File: src/rtl/datapath_p.sv
// datapath_p -- parametrised multicycle CPU datapath with a req/ack memory FSM.
//
// Holds PC, T, Y, IR, MAR and MDR, a NREG-entry register bank, the ALU and
// the {Z,N,C,V} flag register with condition evaluation.
// A three-state memory FSM (IDLE/REQ/DONE) runs one transaction per
// mem_start and stalls the controller through busy/done.
//
// Parameters: DW (data/address width, 3*RW+4 <= DW), NREG (bank size,
// power of 2), RESET_PC (value loaded by pc_rst), TO_CYCLES (handshake
// timeout, only with DP_MEM_TIMEOUT_EN).
//
// Build option: define DP_MEM_TIMEOUT_EN to abandon a request after
// TO_CYCLES cycles without mem_ack and raise the sticky mem_err flag.
//
// Ports:
//   clk, rst                 clock, asynchronous active-low reset
//   ld_pc/ld_t/ld_y/ld_mar/ld_flag/ld_mdr_int, pc_rst, reg_wr
//                            register strobes (ignored while busy)
//   xsel, fn_sel, reg_sel    X-bus source, ALU op source, bank read index
//   mem_start/mem_we/mem_dst_ir  transaction start and its attributes
//   mem_addr/mem_wdata       MAR / MDR contents
//   mem_rdata/mem_ack        read data and completion from memory
//   mem_req/mem_we_o         request and write qualifier to memory
//   busy/done/mem_err        transaction status
//   dcond, ir_op             condition result, IR opcode field
module datapath_p #(
    parameter int unsigned   DW        = 16,
    parameter int unsigned   NREG      = 8,
    parameter logic [DW-1:0] RESET_PC  = '0,
    parameter int unsigned   TO_CYCLES = 255
) (
    input  logic                             clk,
    input  logic                             rst,
    input  logic                             ld_pc,
    input  logic                             ld_t,
    input  logic                             ld_y,
    input  logic                             ld_mar,
    input  logic                             ld_flag,
    input  logic                             pc_rst,
    input  logic [2:0]                       xsel,
    input  logic                             ld_mdr_int,
    input  logic [1:0]                       fn_sel,
    input  logic [1:0]                       reg_sel,
    input  logic                             reg_wr,
    input  logic                             mem_start,
    input  logic                             mem_we,
    input  logic                             mem_dst_ir,
    output logic [DW-1:0]                    mem_addr,
    output logic [DW-1:0]                    mem_wdata,
    input  logic [DW-1:0]                    mem_rdata,
    output logic                             mem_req,
    output logic                             mem_we_o,
    input  logic                             mem_ack,
    output logic                             busy,
    output logic                             done,
    output logic                             mem_err,
    output logic                             dcond,
    output logic [DW-3*$clog2(NREG)-1:0]     ir_op
);

    localparam int unsigned RW = $clog2(NREG);

    typedef enum logic [1:0] {S_IDLE, S_REQ, S_DONE} mstate_e;

    typedef enum logic [2:0] {
        OP_ADD, OP_SUB, OP_AND, OP_OR, OP_XOR, OP_SHL, OP_PASSX, OP_SHR
    } alu_op_e;

    // ---------------- registers ----------------
    logic [DW-1:0] pc_q, t_q, y_q, ir_q, mar_q, mdr_q;
    logic [DW-1:0] bank_q [NREG];
    logic [3:0]    flag_q;              // {Z, N, C, V}

    mstate_e state_q, state_d;
    logic    req_q, req_d;
    logic    we_q, we_d;
    logic    dst_ir_q, dst_ir_d;
    logic    rd_take;                   // read data accepted this cycle

`ifdef DP_MEM_TIMEOUT_EN
    localparam int unsigned CW = (TO_CYCLES > 1) ? $clog2(TO_CYCLES) : 1;
    logic [CW-1:0] cnt_q, cnt_d;
    logic          err_q, err_d;
`endif

    // ---------------- IR fields ----------------
    logic [RW-1:0] rdst, rx, rb;
    logic [3:0]    cond;

    assign rdst  = ir_q[RW-1:0];
    assign rx    = ir_q[2*RW-1:RW];
    assign rb    = ir_q[3*RW-1:2*RW];
    assign cond  = ir_q[3*RW+3:3*RW];
    assign ir_op = ir_q[DW-1:3*RW];

    // ---------------- X bus ----------------
    logic [RW-1:0] rd_idx;
    logic [DW-1:0] x_bus;

    always_comb begin
        rd_idx = '0;
        case (reg_sel)
            2'd0:    rd_idx = rb;
            2'd1:    rd_idx = rx;
            2'd2:    rd_idx = rdst;
            default: rd_idx = '0;
        endcase
    end

    always_comb begin
        x_bus = '0;
        case (xsel)
            3'd0:    x_bus = bank_q[rd_idx];
            3'd1:    x_bus = pc_q;
            3'd2:    x_bus = t_q;
            3'd3:    x_bus = mdr_q;
            3'd4:    x_bus = DW'(1);
            default: x_bus = '0;
        endcase
    end

    // ---------------- ALU ----------------
    alu_op_e       alu_op;
    logic [DW:0]   ext;
    logic [DW-1:0] z_bus;
    logic          c_alu, v_alu;

    always_comb begin
        alu_op = OP_ADD;
        case (fn_sel)
            2'd0:    alu_op = alu_op_e'(ir_q[DW-2:DW-4]);
            2'd1:    alu_op = OP_PASSX;
            default: alu_op = OP_ADD;
        endcase
    end

    always_comb begin
        ext   = '0;
        z_bus = '0;
        c_alu = 1'b0;
        v_alu = 1'b0;
        case (alu_op)
            OP_ADD: begin
                ext   = {1'b0, y_q} + {1'b0, x_bus};
                z_bus = ext[DW-1:0];
                c_alu = ext[DW];
                v_alu = (y_q[DW-1] == x_bus[DW-1]) && (z_bus[DW-1] != y_q[DW-1]);
            end
            OP_SUB: begin
                ext   = {1'b0, y_q} - {1'b0, x_bus};
                z_bus = ext[DW-1:0];
                c_alu = ~ext[DW];       // carry means "no borrow"
                v_alu = (y_q[DW-1] != x_bus[DW-1]) && (z_bus[DW-1] != y_q[DW-1]);
            end
            OP_AND:   z_bus = y_q & x_bus;
            OP_OR:    z_bus = y_q | x_bus;
            OP_XOR:   z_bus = y_q ^ x_bus;
            OP_SHL:   z_bus = {x_bus[DW-2:0], 1'b0};
            OP_PASSX: z_bus = x_bus;
            OP_SHR:   z_bus = {1'b0, x_bus[DW-1:1]};
            default:  z_bus = '0;
        endcase
    end

    // ---------------- condition ----------------
    always_comb begin
        dcond = 1'b0;
        case (cond)
            4'd0:    dcond = 1'b1;
            4'd1:    dcond = flag_q[3];
            4'd2:    dcond = ~flag_q[3];
            4'd3:    dcond = flag_q[1];
            4'd4:    dcond = ~flag_q[1];
            4'd5:    dcond = flag_q[2];
            4'd6:    dcond = ~flag_q[2];
            4'd7:    dcond = flag_q[0];
            4'd8:    dcond = ~flag_q[0];
            default: dcond = 1'b0;
        endcase
    end

    // ---------------- memory FSM ----------------
    // REQ spans the request phase plus one cycle with mem_req already low,
    // which gives the start-to-done latency of three cycles.
    always_comb begin
        state_d  = state_q;
        req_d    = req_q;
        we_d     = we_q;
        dst_ir_d = dst_ir_q;
        rd_take  = 1'b0;
`ifdef DP_MEM_TIMEOUT_EN
        cnt_d    = cnt_q;
        err_d    = err_q;
`endif
        case (state_q)
            S_IDLE: begin
                if (mem_start) begin
                    state_d  = S_REQ;
                    req_d    = 1'b1;
                    we_d     = mem_we;
                    dst_ir_d = mem_dst_ir;
`ifdef DP_MEM_TIMEOUT_EN
                    cnt_d    = '0;
`endif
                end
            end
            S_REQ: begin
                if (req_q) begin
                    if (mem_ack) begin
                        req_d   = 1'b0;
                        rd_take = ~we_q;
                    end
`ifdef DP_MEM_TIMEOUT_EN
                    else if (cnt_q == CW'(TO_CYCLES - 1)) begin
                        req_d = 1'b0;
                        err_d = 1'b1;
                    end else begin
                        cnt_d = cnt_q + CW'(1);
                    end
`endif
                end else begin
                    state_d = S_DONE;
                end
            end
            S_DONE:  state_d = S_IDLE;
            default: state_d = S_IDLE;
        endcase
    end

    always_ff @(posedge clk or negedge rst) begin
        if (!rst) begin
            state_q  <= S_IDLE;
            req_q    <= 1'b0;
            we_q     <= 1'b0;
            dst_ir_q <= 1'b0;
`ifdef DP_MEM_TIMEOUT_EN
            cnt_q    <= '0;
            err_q    <= 1'b0;
`endif
        end else begin
            state_q  <= state_d;
            req_q    <= req_d;
            we_q     <= we_d;
            dst_ir_q <= dst_ir_d;
`ifdef DP_MEM_TIMEOUT_EN
            cnt_q    <= cnt_d;
            err_q    <= err_d;
`endif
        end
    end

    assign busy      = (state_q == S_REQ);
    assign done      = (state_q == S_DONE);
    assign mem_req   = req_q;
    assign mem_we_o  = req_q & we_q;
    assign mem_addr  = mar_q;
    assign mem_wdata = mdr_q;

`ifdef DP_MEM_TIMEOUT_EN
    assign mem_err = err_q;
`else
    // No timeout logic in this build; TO_CYCLES is folded in only to keep it referenced.
    assign mem_err = 1'b0 & (|TO_CYCLES);
`endif

    // ---------------- datapath registers ----------------
    logic ld_ok;
    assign ld_ok = ~busy;

    always_ff @(posedge clk or negedge rst) begin
        if (!rst) begin
            pc_q   <= '0;
            t_q    <= '0;
            y_q    <= '0;
            ir_q   <= '0;
            mar_q  <= '0;
            mdr_q  <= '0;
            flag_q <= '0;
            for (int unsigned i = 0; i < NREG; i++) begin
                bank_q[i] <= '0;
            end
        end else begin
            if (ld_ok) begin
                if (pc_rst)          pc_q <= RESET_PC;
                else if (ld_pc)      pc_q <= z_bus;
                if (ld_t)            t_q   <= z_bus;
                if (ld_y)            y_q   <= x_bus;
                if (ld_mar)          mar_q <= z_bus;
                if (ld_mdr_int)      mdr_q <= z_bus;
                if (ld_flag)         flag_q <= {(z_bus == '0), z_bus[DW-1], c_alu, v_alu};
                if (reg_wr)          bank_q[rdst] <= z_bus;
            end
            // Placed last so memory read data overrides any internal MDR load.
            if (rd_take) begin
                if (dst_ir_q) ir_q  <= mem_rdata;
                else          mdr_q <= mem_rdata;
            end
        end
    end

endmodule

File: config.mk
export PLATFORM = sky130hd
export DESIGN_NAME = datapath_p
export DESIGN_NICKNAME = d
export VERILOG_FILES = /design/src/rtl/datapath_p.sv
export SDC_FILE = /design/constraint.sdc
export NUM_CORES = 1
export LEC_CHECK = 0
export CAP_MARGIN = 15
export CORE_MARGIN = 5
export CORE_UTILIZATION = 59
export DETAILED_ROUTE_END_ITERATION = 12
export DONT_BUFFER_PORTS = 1
export PLACE_DENSITY = 0.78
export SYNTH_ARGS = -nofsm -noshare
export SYNTH_HDL_FRONTEND = slang
export SYNTH_SLANG_ARGS = --single-unit
File: constraint.sdc
create_clock -name clk -period 4.7 [get_ports clk]
set_input_delay 0.235 -clock clk [delete_from_list [all_inputs] [get_ports clk]]
set_output_delay 0.235 -clock clk [all_outputs]
set_load 0.05 [all_outputs]
## Yosys cells after proc, flatten, opt, wreduce, memory -nomap -nowiden

Cells that the tools add are included.

- Logic and storage cells: 118
- Flip-flop bits (word level): 233
- Input port bits: 37
- Output and inout bits: 45

- Reduce and logical (&&, ||, !) cells: 22
- Eq/ne operators: 30
- Bitwise operators: 13
- Muxes and demuxes: 29
- Order comparisons: 3
- $add $sub $neg: 2

Operators with widths:

| operator | count |
|---|---|
| $mux W16 | 9 |
| $bwmux W128 | 1 |
| $pmux W16 S8 | 1 |
| $pmux W16 S5 | 1 |
| $bmux W16 S3 | 1 |
| $demux W16 S3 | 1 |
| $reduce_and A2 Y1 | 10 |
| $add A16 B16 Y17 | 1 |
| $sub A16 B16 Y17 | 1 |
| $and A16 B16 Y16 | 1 |
| $eq A4 B3 Y1 const B | 4 |
| $logic_not A16 Y1 | 1 |
| $or A16 B16 Y16 | 1 |
| $xor A16 B16 Y16 | 1 |
| $eq A3 B3 Y1 const B | 5 |
| $eq A3 B2 Y1 const B | 4 |
| $pmux W1 S9 | 1 |
| $pmux W3 S3 | 1 |
| $eq A4 B2 Y1 const B | 2 |
| $ge A4 B4 Y1 const B | 2 |
| $not A3 Y4 | 2 |
| $not A1 Y1 | 7 |
| $eq A2 B1 Y1 const B | 3 |
| $eq A3 B1 Y1 const B | 2 |
| 18 further kinds | 36 |

## Longest topological paths before layout

Gate-level depths: netlist of the first run.

- Depth after elaboration: 13
- Depth in mapped cells: 23
- Depth with buffers taken out: 19

## Worst setup path after synthesis of the first run

Ideal clock, no wire load.

- Path type: register -> register
- Start point: reg ir_q[7]
- End point: reg flag_q[3]
- Data required time: 4.608 ns
- Setup time: 0.092 ns
- Period minus slack after synthesis: 4.991 ns
- Cell stages (with the launch flop): 22
- Path buffers: 3
- Slack: -0.291 ns
- Data arrival time: 4.899 ns
- Path through: dfrtp_1 > mux2_2 > buf_4 > a21boi_1 > buf_2 > nand2_1 > a32o_1 > a221oi_1 > nand2_1 > a21o_1 > ha_1 > buf_2 > or2_2 > a221oi_1 > o31ai_1 > mux2i_1 > a211o_1 > or4_4 > nand3b_1 > and4bb_1 > nand4_1 > o31ai_2

- Longest elaborated chain between the ends: 9
- Elaborated cells between the ends (all ways): 13
- Classes of those cells: add/sub (2); mux (6); bitwise (4); reduce/logical (1)

RTL lines:

| what | line | text |
|---|---|---|
| start: declaration | 70 | `logic [DW-1:0] pc_q, t_q, y_q, ir_q, mar_q, mdr_q;` |
| start signal: assignment | 295 | `if (dst_ir_q) ir_q <= mem_rdata;` |
| $pmux W3 S3 (*) | 102 | `case (reg_sel)` |
| $not A3 Y4 (implied by the code) (*) | 113 | `3'd0: x_bus = bank_q[rd_idx];` |
| $bmux W16 S3 (*) | 113 |  |
| $mux W16 (implied by the code) (*) (2 in a row) | 113 |  |
| $pmux W16 S5 (*) | 112 | `case (xsel)` |
| $sub A16 B16 Y17 (tied with other cells) | 150 | `ext = {1'b0, y_q} - {1'b0, x_bus};` |
| $pmux W16 S8 (*) | 142 | `case (alu_op)` |
| $logic_not A16 Y1 (*) | 290 | `if (ld_flag) flag_q <= {(z_bus == '0), z_bus[DW-1], c_alu, v_alu};` |
| end signal: assignment | 290 |  |
| end: declaration | 72 | `logic [3:0] flag_q;` |

Mark *: on every way between the ends. The rest lies on a longest branch, timed or not. The select of a mux whose other input is x is not followed.
A chain may end at the register's enable or synchronous reset.

## Final worst setup path of the first run

- Start point: reg ir_q[7]
- End point: reg mdr_q[15], in the netlist mem_wdata[15]

- Longest elaborated chain between the ends: 12
- Elaborated cells between the ends (all ways): 16
- Classes of those cells: add/sub (2); mux (10); bitwise (4)

RTL lines:

| what | line | text |
|---|---|---|
| $pmux W3 S3 (*) | 102 |  |
| $not A3 Y4 (implied by the code) (*) | 113 |  |
| $bmux W16 S3 (*) | 113 |  |
| $mux W16 (implied by the code) (*) (2 in a row) | 113 |  |
| $pmux W16 S5 (*) | 112 |  |
| $sub A16 B16 Y17 (tied with other cells) | 150 |  |
| $pmux W16 S8 (*) | 142 |  |
| $mux W16 (*) | 289 | `if (ld_mdr_int) mdr_q <= z_bus;` |
| $mux W16 (*) | 283 | `if (ld_ok) begin` |
| $mux W16 | 295 |  |
| $mux W16 (*) | 294 | `if (rd_take) begin` |
| end signal: assignment | 289 |  |
| end signal: assignment | 296 | `else mdr_q <= mem_rdata;` |
| end: declaration | 70 |  |

Marks and branches as above.

==> metrics.txt, run 1 <==
required arrival time at the worst endpoint=between 5 and 6 ns; number of enable flip-flop cells after synthesis=0; library cell occupying the most area in the post-synthesis netlist=dfrtp_1; Max Clock Freq=around 210 MHz; violations in the final reports=negative hold slack, negative setup slack; delay contributed by the slowest stage of the critical path=approximately 0.44 ns; number of buffer cells added on primary ports=0; DP HPWL=between 30,000 and 40,000 um; Commonest cells post-synth=dfrtp_1, nand2_1, o21ai_0; number of pins with negative max-slew slack in the final report=0; CORE AREA=24,030 um2; Clk pin slew, worst setup/hold paths=approximately 0.060 ns; path type of the worst setup path=register to register; vias per inst=between 6 and 7; grt total ovfl=0; yosys warns=0; Hold Path Class=input port to asynchronous set/reset pin; power per unit of standard cell area=778.3 nW/um2; final design utilization=about three quarters; I/O pin count=82; CP Max Fanout=6; cell at the slowest stage of the critical path=a2111oi_4; worst-case setup slack after placement=-0.2884 ns; violation count after the first detailed-routing iteration=between 1,500 and 2,000; first-pass GRT wire length=73,630 um; DR vias=about 13,000; number of global-route vias before repair=around 13,000; reg-to-reg setup timing slack=-0.08 ns; WHS=-0.6168 ns; maximum clock insertion buffer count=3; final hold viol count=234; number of clock sinks=233; RSZ-0062 raised after global routing=true; count of hold buffers inserted by post-cts repair=21; Tot GR Track Use=approximately 35%; list of cells traversed by the critical path=mux2i_4 -> o21ai_4 -> buf_6 -> mux2i_2 -> a32o_2 -> a221oi_4 -> nand2_1 -> a21o_1 -> buf_6 -> ha_4 -> o21a_1 -> a2111oi_4 -> o211a_1 -> nor2_2 -> a41o_1 -> o311a_1 -> o32a_1 -> nor2_4 -> o21ai_2 -> mux2_4; Routed WL per cell=23.92 um; CTS Root Cell=clkbuf_16; share of the synthesized area in the top cell type=about two fifths; H-Tree Level Count=1; Antenna Diode Count=0; die span in y=165.5 um; total number of nets in the final design=1,762; most numerous cell in the Yosys netlist=dfrtp_1; synth unique cells=96; placement row count=57; sequential-to-total area share from yosys stat=between 40% and 50%; flops & latches, synth=between 200 and 250; primary flip-flop cell chosen by synthesis mapping=dfrtp_1; cell area reported after detailed placement=15,650 um2; relative slew slack=20.54%; remaining design rule violation count=0; Synth async-reset ratio=100.0%; number of buffer and inverter stages on the critical path=2; cell count after synthesis=around 1,500; CTS tree=built; die outline area=~27,000 um2; clock latency of the later-clocked register in the worst-skew pair=around 0.55 ns; top post-synthesis cells by area=dfrtp_1, mux2_2, nand2_1, ha_1, o21ai_0; Synthesized Nets=~1,600; antenna violations before repair=1; final critical-path required period=~4.8 ns; final setup vio count=16; relative area change from synthesis to final layout=23.71%; RePlAce Congestion=between 1 and 1.5; antenna-violating nets left=0; CP endpoint kind=register; die width=about 170 um; number of buffers created by CTS=25; critical path startpoint category=register; number of cells on the critical path=20; number of detailed-routing iterations run before antenna repair=6; maximum vdd drop=~650 uV; status=complete, but fails checks; Period Utilization, post-route=101.8%; combined area of all synthesized cells=around 14,000 um2; kind of cell adding the most delay to the critical path=compound AO/OA/AOI/OAI gates; slack of the critical path=-0.08356 ns; max-capacitance violation count=0; data arrival time of the critical path=5.22 ns; R2R cell count=20; fraction of layout cells with a size suffix above 1=between 30% and 40%; static leakage=a little under 8 nW; maximum number of pins on one net before global-route repair=234; transition time at the pin with the least slew margin=about 1.2 ns; Fin Clk Skew=about 0.015 ns; critical path's most frequent cell=buf_6; number of inserted filler cells in the final layout=1,648; Total Routed Length=48,020 um; starting density of the core=between 50% and 60%; average cell area after synthesis=9.473 um2; final standard cell area without fillers=between 15,000 and 20,000 um2
## sequential cells by signal (all words and copies together), names as in the netlist, 2 cells and up
| signal | cells |
|---|---|
| y_q | 16 |
| mem_wdata | 16 |
| t_q | 16 |
| bank_q | 128 |
| pc_q | 16 |
| ir_q | 16 |
| mem_addr | 16 |
| flag_q | 4 |
| state_q | 2 |
## layer usage
layer / GRT usage [%] / part of all wire [%] / vias to the layer above
met5: 0 / 0.0021 / -
met4: 13.46 / 5.1 / 2
met3: 6.031 / 8.9 / 191
met2: 56.11 / 46 / 733
met1: 46.49 / 40 / 6372
li1: - / - / 5740
## report_power, final
group          switching, mW  leakage [nW]  internal (mW)  total, mW
registers              0.947          3.03           2.81       3.76
clock network          0.869         0.398           1.11       1.97
logic                   4.40          4.50           3.60       8.00
## worst reg2reg max path: cells and delay by family, from the launching register on
family	cells	cell delay (ns)
AND/OR/NAND/NOR	3	0.34
buffers and inverters	2	0.29
multiplexers	3	0.64
AO/OA/AOI/OAI	11	2.76
adder cells (fa/ha/maj)	1	0.23
flip-flops	1	0.42
## final timing paths
check	start	endpoint
setup / recovery	ir_q[7]	mem_wdata[15]
hold / removal	rst	ir_q[9]
setup reg to reg	ir_q[7]	mem_wdata[15]
hold reg to reg	bank_q[23]	bank_q[23]
max in group asynchronous	rst	mem_addr[1]
min in group clk	xsel[2]	y_q[6]
## what timing repair did
action / 4_1_cts / 5_1_grt
resized for setup: 82 / 88
buffers inserted: 21 / 14
endpoints found under the hold margin: 271 / 233
setup endpoints to repair: 69 / 92
gates cloned: 1 / 0
pin swaps: 44 / 53
## final cells by class
class / count / area (um2) / area share [%]
clock inverter: 12 / 112.6 / 0.6381
sequential: 233 / 5831 / 33.04
timing repair buffer: 241 / 2003 / 11.35
clock buffer: 33 / 695.7 / 3.942
inverter: 61 / 229.0 / 1.297
multi-input combinational: 1104 / 8372 / 47.44
tap: 324 / 405.4 / 2.297
## kinds of logic after synthesis
kind of cell | count (synthesis) | synth area share, %
xor gates and xnor gates | 13 | 0.7981
DFF | 233 | 40.87
AOI/OAI and AO/OA | 408 | 19.25
other | 1 | 0.02629
and+or+nand+nor | 450 | 15.15
adders and majority gates | 59 | 5.280
buffers and inverters | 169 | 5.297
muxes | 173 | 13.33
## per-stage QoR
| step | power [mW] | instances | TNS, ns | hold WS (ns) |
|---|---|---|---|---|
| floorplan | 7.708 | 1506 | 0 | -0.06059 |
| global placement | 10.15 | 1909 | -3.417 | -0.05353 |
| detailed placement | 10.34 | 1909 | -6.718 | -0.05300 |
| global route | 14.38 | 2008 | -3.989 | -0.6316 |
| CTS | 12.96 | 1995 | 0 | -0.6214 |
| finish | 13.74 | 2008 | -0.3182 | -0.6168 |
## cell usage in the layout, fill, tap and decap left out, types with 10 or more instances in the layout
cell type and instances:
a21oi_1 65, dlygate4sd3_1 21, nand3_1 14, nor2b_1 21, mux2i_1 46, nor3_1 22, a22oi_1 25, a22o_1 18
inv_1 57, a21oi_2 11, nand2b_1 13, nor2_1 79, buf_4 194, clkbuf_16 25, dfrtp_1 233, o21ai_1 16
nand2_1 192, mux2_2 113, ha_1 41, o22ai_1 10, o21ai_0 112, buf_6 21, a32o_1 11, nand4_1 15
Note: power is estimated with default switching activity, not from simulation.
==> inputs of run 2 (changes only) <==
Settings changed: REMOVE_ABC_BUFFERS from default to 1.
==> run 2 against run 1 <==
Net effect:
- the flow still finishes with violations (negative hold slack, negative setup slack)
- clock power is 11% higher
- final cell count is 0.55% higher
- critical path type unchanged
- critical endpoint is now mem_wdata[12]
- setup slack worse by 0.043 ns
- sequential power hardly changed
- register-to-register slack worse by 0.04 ns
- sequential cell count stayed put
- global-route usage is 0.37 points higher
==> metrics.txt, run 2 (synthesized netlist as in run 1, its figures left out) <==
CP endpoint kind=register; number of clock sinks=233; Tot GR Track Use=34.93%; RePlAce Congestion=roughly 1; CP Max Fanout=4; CTS Root Cell=clkbuf_16; most common cell after layout, fill and taps aside=dfrtp_1; area taken by flip-flops and latches=about 5800 um2; internal power component=7.669 mW; combinational share of power=around 57%; antenna violations before repair=1; data arrival time of the critical path=approximately 5.2 ns; number of buffers created by CTS=26; final hold viol count=approximately 230; maximum vdd drop=a little over 500 uV; path type of the worst setup path=register to register; kind of cell adding the most delay to the critical path=compound AO/OA/AOI/OAI gates; list of cells traversed by the critical path=mux2_4 -> a21o_4 -> buf_12 -> nor2_4 -> nand3_2 -> nand4_1 -> o21a_1 -> nor2_4 -> buf_6 -> fa_2 -> a211o_4 -> a2111oi_4 -> buf_4 -> o31ai_2 -> a21oi_2 -> buf_4 -> buf_4 -> mux2i_2 -> o41ai_2 -> nor2_1 -> buf_4 -> nor2_1 -> a21oi_1 -> o21ai_1; relative area change from synthesis to final layout=24.89%; count of hold buffers inserted by post-cts repair=21; first-pass GRT wire length=74,100 um; number of buffer cells added on primary ports=0; antenna-violating nets left=0; power per unit of standard cell area=a little under 800 nW/um2; DP HPWL=between 30,000 and 40,000 um; placement row count=57; number of buffer and inverter stages on the critical path=6; Period Utilization, post-route=102.7%; number of detailed-routing iterations run before antenna repair=6; overall power of the completed layout=about 14 mW; Hold Path Class=input port to asynchronous set/reset pin; number of inserted filler cells in the final layout=1,687; final setup vio count=10; starting density of the core=between 50 and 60%; die span in y=about 170 um; Fin Clk Skew=0.01528 ns; maximum clock insertion buffer count=3; Max Clock Freq=roughly 210 MHz; H-Tree Level Count=1; final design utilization=between 70% and 80%; violation count after the first detailed-routing iteration=1,404; number of cells on the critical path=24; CTS tree=built; total number of nets in the final design=around 1,800; required arrival time at the worst endpoint=between 5 and 6 ns; maximum number of pins on one net before global-route repair=~230; slack of the critical path=-0.1267 ns; fraction of layout cells with a size suffix above 1=approximately a third; critical path's most frequent cell=buf_4; Total Routed Length=48,530 um; static leakage=between 8 and 9 nW; DR vias=13,070; Antenna Diode Count=0; die outline area=approximately 27,000 um2; number of global-route vias before repair=13,150; top register by number of flip-flops=bank_q; violations in the final reports=negative hold slack, negative setup slack; switching pwr=between 6 and 7 mW; number of flip-flops in the largest register=~130; die width=165.5 um; delay contributed by the slowest stage of the critical path=0.40 ns; CORE AREA=roughly 24,000 um2; clock latency of the later-clocked register in the worst-skew pair=0.56 ns; RSZ-0062 raised after global routing=true; grt total ovfl=0; Routed WL per cell=approximately 24 um; transition time at the pin with the least slew margin=~1.3 ns; Clk pin slew, worst setup/hold paths=0.06 ns; total area of multi-input combinational cells=approximately 8400 um2; R2R cell count=24; I/O pin count=82; portion of total power attributed to sequential cells=a little over a quarter; final critical-path required period=between 4 and 5 ns; WHS=-0.6289 ns; max-capacitance violation count=0; critical path startpoint category=register; status=complete, but fails checks; number of pins with negative max-slew slack in the final report=0; highest-count cells in the layout ignoring fill and taps=dfrtp_1, buf_4, nand2_1; remaining design rule violation count=0; switching share of power=between 40% and 50%; relative slew slack=15.87%; vias per inst=6.472; cell at the slowest stage of the critical path=dfrtp_1; proportion of power drawn by the clock network=between 10% and 20%
[run 2: changes by cell type in the layout (fill, tap and decap cells not counted), moves of 3 or more]
cell,before,now
o221ai_1,9,6
bufinv_16,1,4
mux2_4,6,3
nand3_1,14,11
o221ai_2,0,3
o21ai_0,112,107
nand3_2,0,3
buf_4,194,204
o21ai_1,16,19
mux2_2,113,116
[run 2: metrics by stage]
stage	hold slack, ns	setup slack, ns	cell area (um2)	std cells	setup TNS, ns
finish	-0.6289	-0.1267	17820	2019	-0.4961
global route	-0.6312	-0.2383	17820	2019	-4.605
CTS	-0.6345	-0.02329	17230	2005	-0.03504
detailed placement	-0.05484	-0.5165	15770	1930	-13.67
global placement	-0.05511	-0.4177	15750	1929	-11.59
floorplan	-0.06059	-0.9367	13740	1398	-52.40
[run 2: path summary, 6_finish.rpt]
kind                              from             to  slack [ns]
max                            ir_q[8]  mem_wdata[12]       -0.13
max in group asynchronous          rst        y_q[14]        4.70
min reg2reg                bank_q[109]    bank_q[109]        0.48
min in group clk                pc_rst       pc_q[15]           0
max reg2reg                    ir_q[8]  mem_wdata[12]       -0.13
min                                rst  mem_wdata[11]       -0.63
[run 2: power by group through the flow]
stage | Sequential [mW] | Combinational (mW) | Clock, mW
floorplan | 3.75 | 3.69 | 0
global placement | 3.70 | 6.50 | 0
detailed placement | 3.76 | 6.63 | 0
CTS | 3.74 | 7.06 | 2.20
global route | 3.87 | 8.41 | 2.28
finish | 3.77 | 7.93 | 2.18
[run 2: metal layers]
layer  part of all wire [%]  vias to the layer above  track usage [%]
li1                       -                     5777                -
met1                     39                     6408            45.04
met2                     47                      706            57.28
met3                    8.8                      174            6.776
met4                    5.0                        2            15.82
met5                  0.037                        -                0
[run 2: layout make-up]
type | count | area share, %
clock buffers | 35 | 4.066
clock inverters | 12 | 1.081
inverters | 61 | 1.285
multi-input cells | 1104 | 47.02
flip-flops and latches | 233 | 32.73
well taps | 324 | 2.275
repair buffers | 250 | 11.54
[run 2: what timing repair did]
action / CTS / global route
setup buffers: 7 / 17
hold endpoints to repair: 273 / 233
cloned: 0 / 1
endpoints found under the setup margin: 81 / 121
gates resized for setup: 62 / 122
pin swaps: 31 / 59
==> inputs of run 3 (changes only) <==
Settings changed: SETUP_SLACK_MARGIN from default to 0.2.
==> run 3 against run 2 <==
Net effect:
- non-clock buffer count up 50
- highest routed layer is now met4
- setup slack better by 0.0088 ns
- cell area up 5.7%
- critical path depth is the same
- first-iteration DRC count up 7.5%
- clock power about the same
- the run still ends with negative hold slack, negative setup slack left
- register-to-register slack is essentially flat
- largest power group unchanged
- via count grew 4.8%
- sequential share of layout area down 1.8 points
- power increased by 9.6%
- sequential power is 1% higher
==> metrics.txt, run 3 (synthesized netlist as in run 1, its figures left out) <==
CP Max Fanout=8; final critical-path required period=4.818 ns; CP endpoint kind=register; path type of the worst setup path=register to register; number of detailed-routing iterations run before antenna repair=12; grt total ovfl=0; H-Tree Level Count=1; Period Utilization, post-route=102.5%; data arrival time of the critical path=~5.3 ns; violation count after the first detailed-routing iteration=between 1,500 and 2,000; maximum clock insertion buffer count=3; CTS tree=built; top register by number of flip-flops=bank_q; antenna-violating nets left=0; Tot GR Track Use=35.53%; number of clock sinks=around 230; Fin Clk Skew=approximately 0.027 ns; number of inserted filler cells in the final layout=approximately 1,500; DP HPWL=around 33,000 um; Total Routed Length=52,640 um; starting density of the core=between 50% and 60%; highest-count cells in the layout ignoring fill and taps=dfrtp_1, buf_4, nand2_1; vias per inst=6.621; required arrival time at the worst endpoint=~5 ns; Clk pin slew, worst setup/hold paths=~0.06 ns; CTS Root Cell=clkbuf_16; I/O pin count=82; critical path's most frequent cell=buf_6; Antenna Diode Count=0; kind of cell adding the most delay to the critical path=compound AO/OA/AOI/OAI gates; count of hold buffers inserted by post-cts repair=22; die width=approximately 170 um; critical path startpoint category=register; delay contributed by the slowest stage of the critical path=0.41 ns; cell at the slowest stage of the critical path=dfrtp_1; antenna violations before repair=0; maximum number of pins on one net before global-route repair=234; final hold viol count=233; Max Clock Freq=about 210 MHz; final setup vio count=28; static leakage=roughly 8.5 nW; fraction of layout cells with a size suffix above 1=a little under two fifths; die span in y=roughly 170 um; clock latency of the later-clocked register in the worst-skew pair=around 0.57 ns; violations in the final reports=negative hold slack, negative setup slack; WHS=-0.6193 ns; number of buffer and inverter stages on the critical path=7; remaining design rule violation count=0; total number of nets in the final design=1,822; maximum vdd drop=558.0 uV; number of buffer cells added on primary ports=0; slack of the critical path=-0.1179 ns; CORE AREA=around 24,000 um2; RePlAce Congestion=0.9767; number of buffers created by CTS=26; Routed WL per cell=between 20 and 30 um; Hold Path Class=input port to asynchronous set/reset pin; number of pins with negative max-slew slack in the final report=0; power per unit of standard cell area=808.3 nW/um2; status=complete, but fails checks; overall power of the completed layout=15.22 mW; list of cells traversed by the critical path=buf_6 -> mux2i_4 -> o21ai_4 -> buf_6 -> buf_12 -> buf_6 -> mux2i_1 -> a32o_2 -> a221oi_4 -> a21oi_2 -> or2_4 -> ha_4 -> buf_6 -> inv_1 -> a21oi_1 -> o21bai_1 -> o32ai_4 -> o21bai_1 -> a211oi_2 -> o32a_1 -> nor2_2 -> buf_6 -> o21ai_2 -> mux2_4; relative slew slack=about an eighth; max-capacitance violation count=0; number of global-route vias before repair=between 10,000 and 15,000; RSZ-0062 raised after global routing=true; placement row count=57; number of flip-flops in the largest register=128; first-pass GRT wire length=between 70,000 and 80,000 um; relative area change from synthesis to final layout=32.00%; die outline area=about 27,000 um2; transition time at the pin with the least slew margin=1.314 ns; DR vias=approximately 14,000; most common cell after layout, fill and taps aside=dfrtp_1
[run 3: changes by cell type in the layout (fill, tap and decap cells not counted), sizes merged]
cell	change
buf	+47
clkbuf	+2
dlygate4sd3	+1
[run 3: layer usage]
layer	GRT usage (%)	vias up	wire, um
li1	-	5877	-
met1	45.44	6726	19600
met2	57.46	857	24500
met3	7.223	239	5063
met4	18.11	0	3467
met5	0	-	0
[run 3: cell type report]
class,instances,area (um2),share of cell area [%]
clock inverter,12,192.7,1.023
multi-input combinational,1104,8792,46.69
sequential,233,5832,30.97
clock buffer,35,724.4,3.847
timing repair buffer,300,2656,14.11
inverter,61,229.0,1.216
tap,324,405.4,2.153
[run 3: worst reg2reg max path: stages (launching register included)]
cell and delay (ns):
dfrtp_1 0.41, buf_6 0.13, mux2i_4 0.19, o21ai_4 0.14
buf_6 0.16, buf_12 0.13, buf_6 0.12, mux2i_1 0.12
a32o_2 0.26, a221oi_4 0.26, a21oi_2 0.09, or2_4 0.25
ha_4 0.23, buf_6 0.13, inv_1 0.08, a21oi_1 0.08
o21bai_1 0.40, o32ai_4 0.17, o21bai_1 0.22, a211oi_2 0.11
o32a_1 0.35, nor2_2 0.09, buf_6 0.16, o21ai_2 0.07
mux2_4 0.30
[run 3: final timing paths]
path / slack [ns] / endpoint / start / cells after the start
min in group clk: 0.02 / y_q[11] / xsel[2] / 3
worst min-delay path: -0.62 / ir_q[9] / rst / 0
worst max-delay path: -0.12 / mem_wdata[15] / ir_q[1] / 24
worst min register to register: 0.48 / bank_q[76] / bank_q[76] / 2
max in group asynchronous: 4.70 / y_q[14] / rst / 0
worst max register to register: -0.12 / mem_wdata[15] / ir_q[1] / 24
[run 3: power breakdown]
part / switching [mW] / internal (mW) / leakage (nW) / total (mW)
combinational: 4.94 / 4.28 / 4.98 / 9.22
sequential: 1.00 / 2.81 / 3.03 / 3.81
clock: 0.884 / 1.31 / 0.451 / 2.19
total: 6.82 / 8.40 / 8.46 / 15.2
[run 3: timing repair]
item	CTS	global route
buffers inserted	20	43
endpoints found under the setup margin	105	154
pin swaps	58	66
endpoints found under the hold margin	274	233
gates cloned	2	5
resized for setup	162	203
[run 3: per-stage QoR]
| step | instances | utilization, % | worst slack [ns] | setup TNS [ns] | instance area [um2] |
|---|---|---|---|---|---|
| final | 2069 | 78.35 | -0.1179 | -1.083 | 18830 |
| after global routing | 2069 | 78.35 | -0.2684 | -7.842 | 18830 |
| after CTS | 2021 | 73.64 | -0.01649 | -0.02666 | 17700 |
| after detailed placement | 1930 | 65.60 | -0.5165 | -13.67 | 15770 |
| after global placement | 1929 | 65.54 | -0.4177 | -11.59 | 15750 |
| after floorplan | 1398 | - | -0.9367 | -52.40 | 13740 |
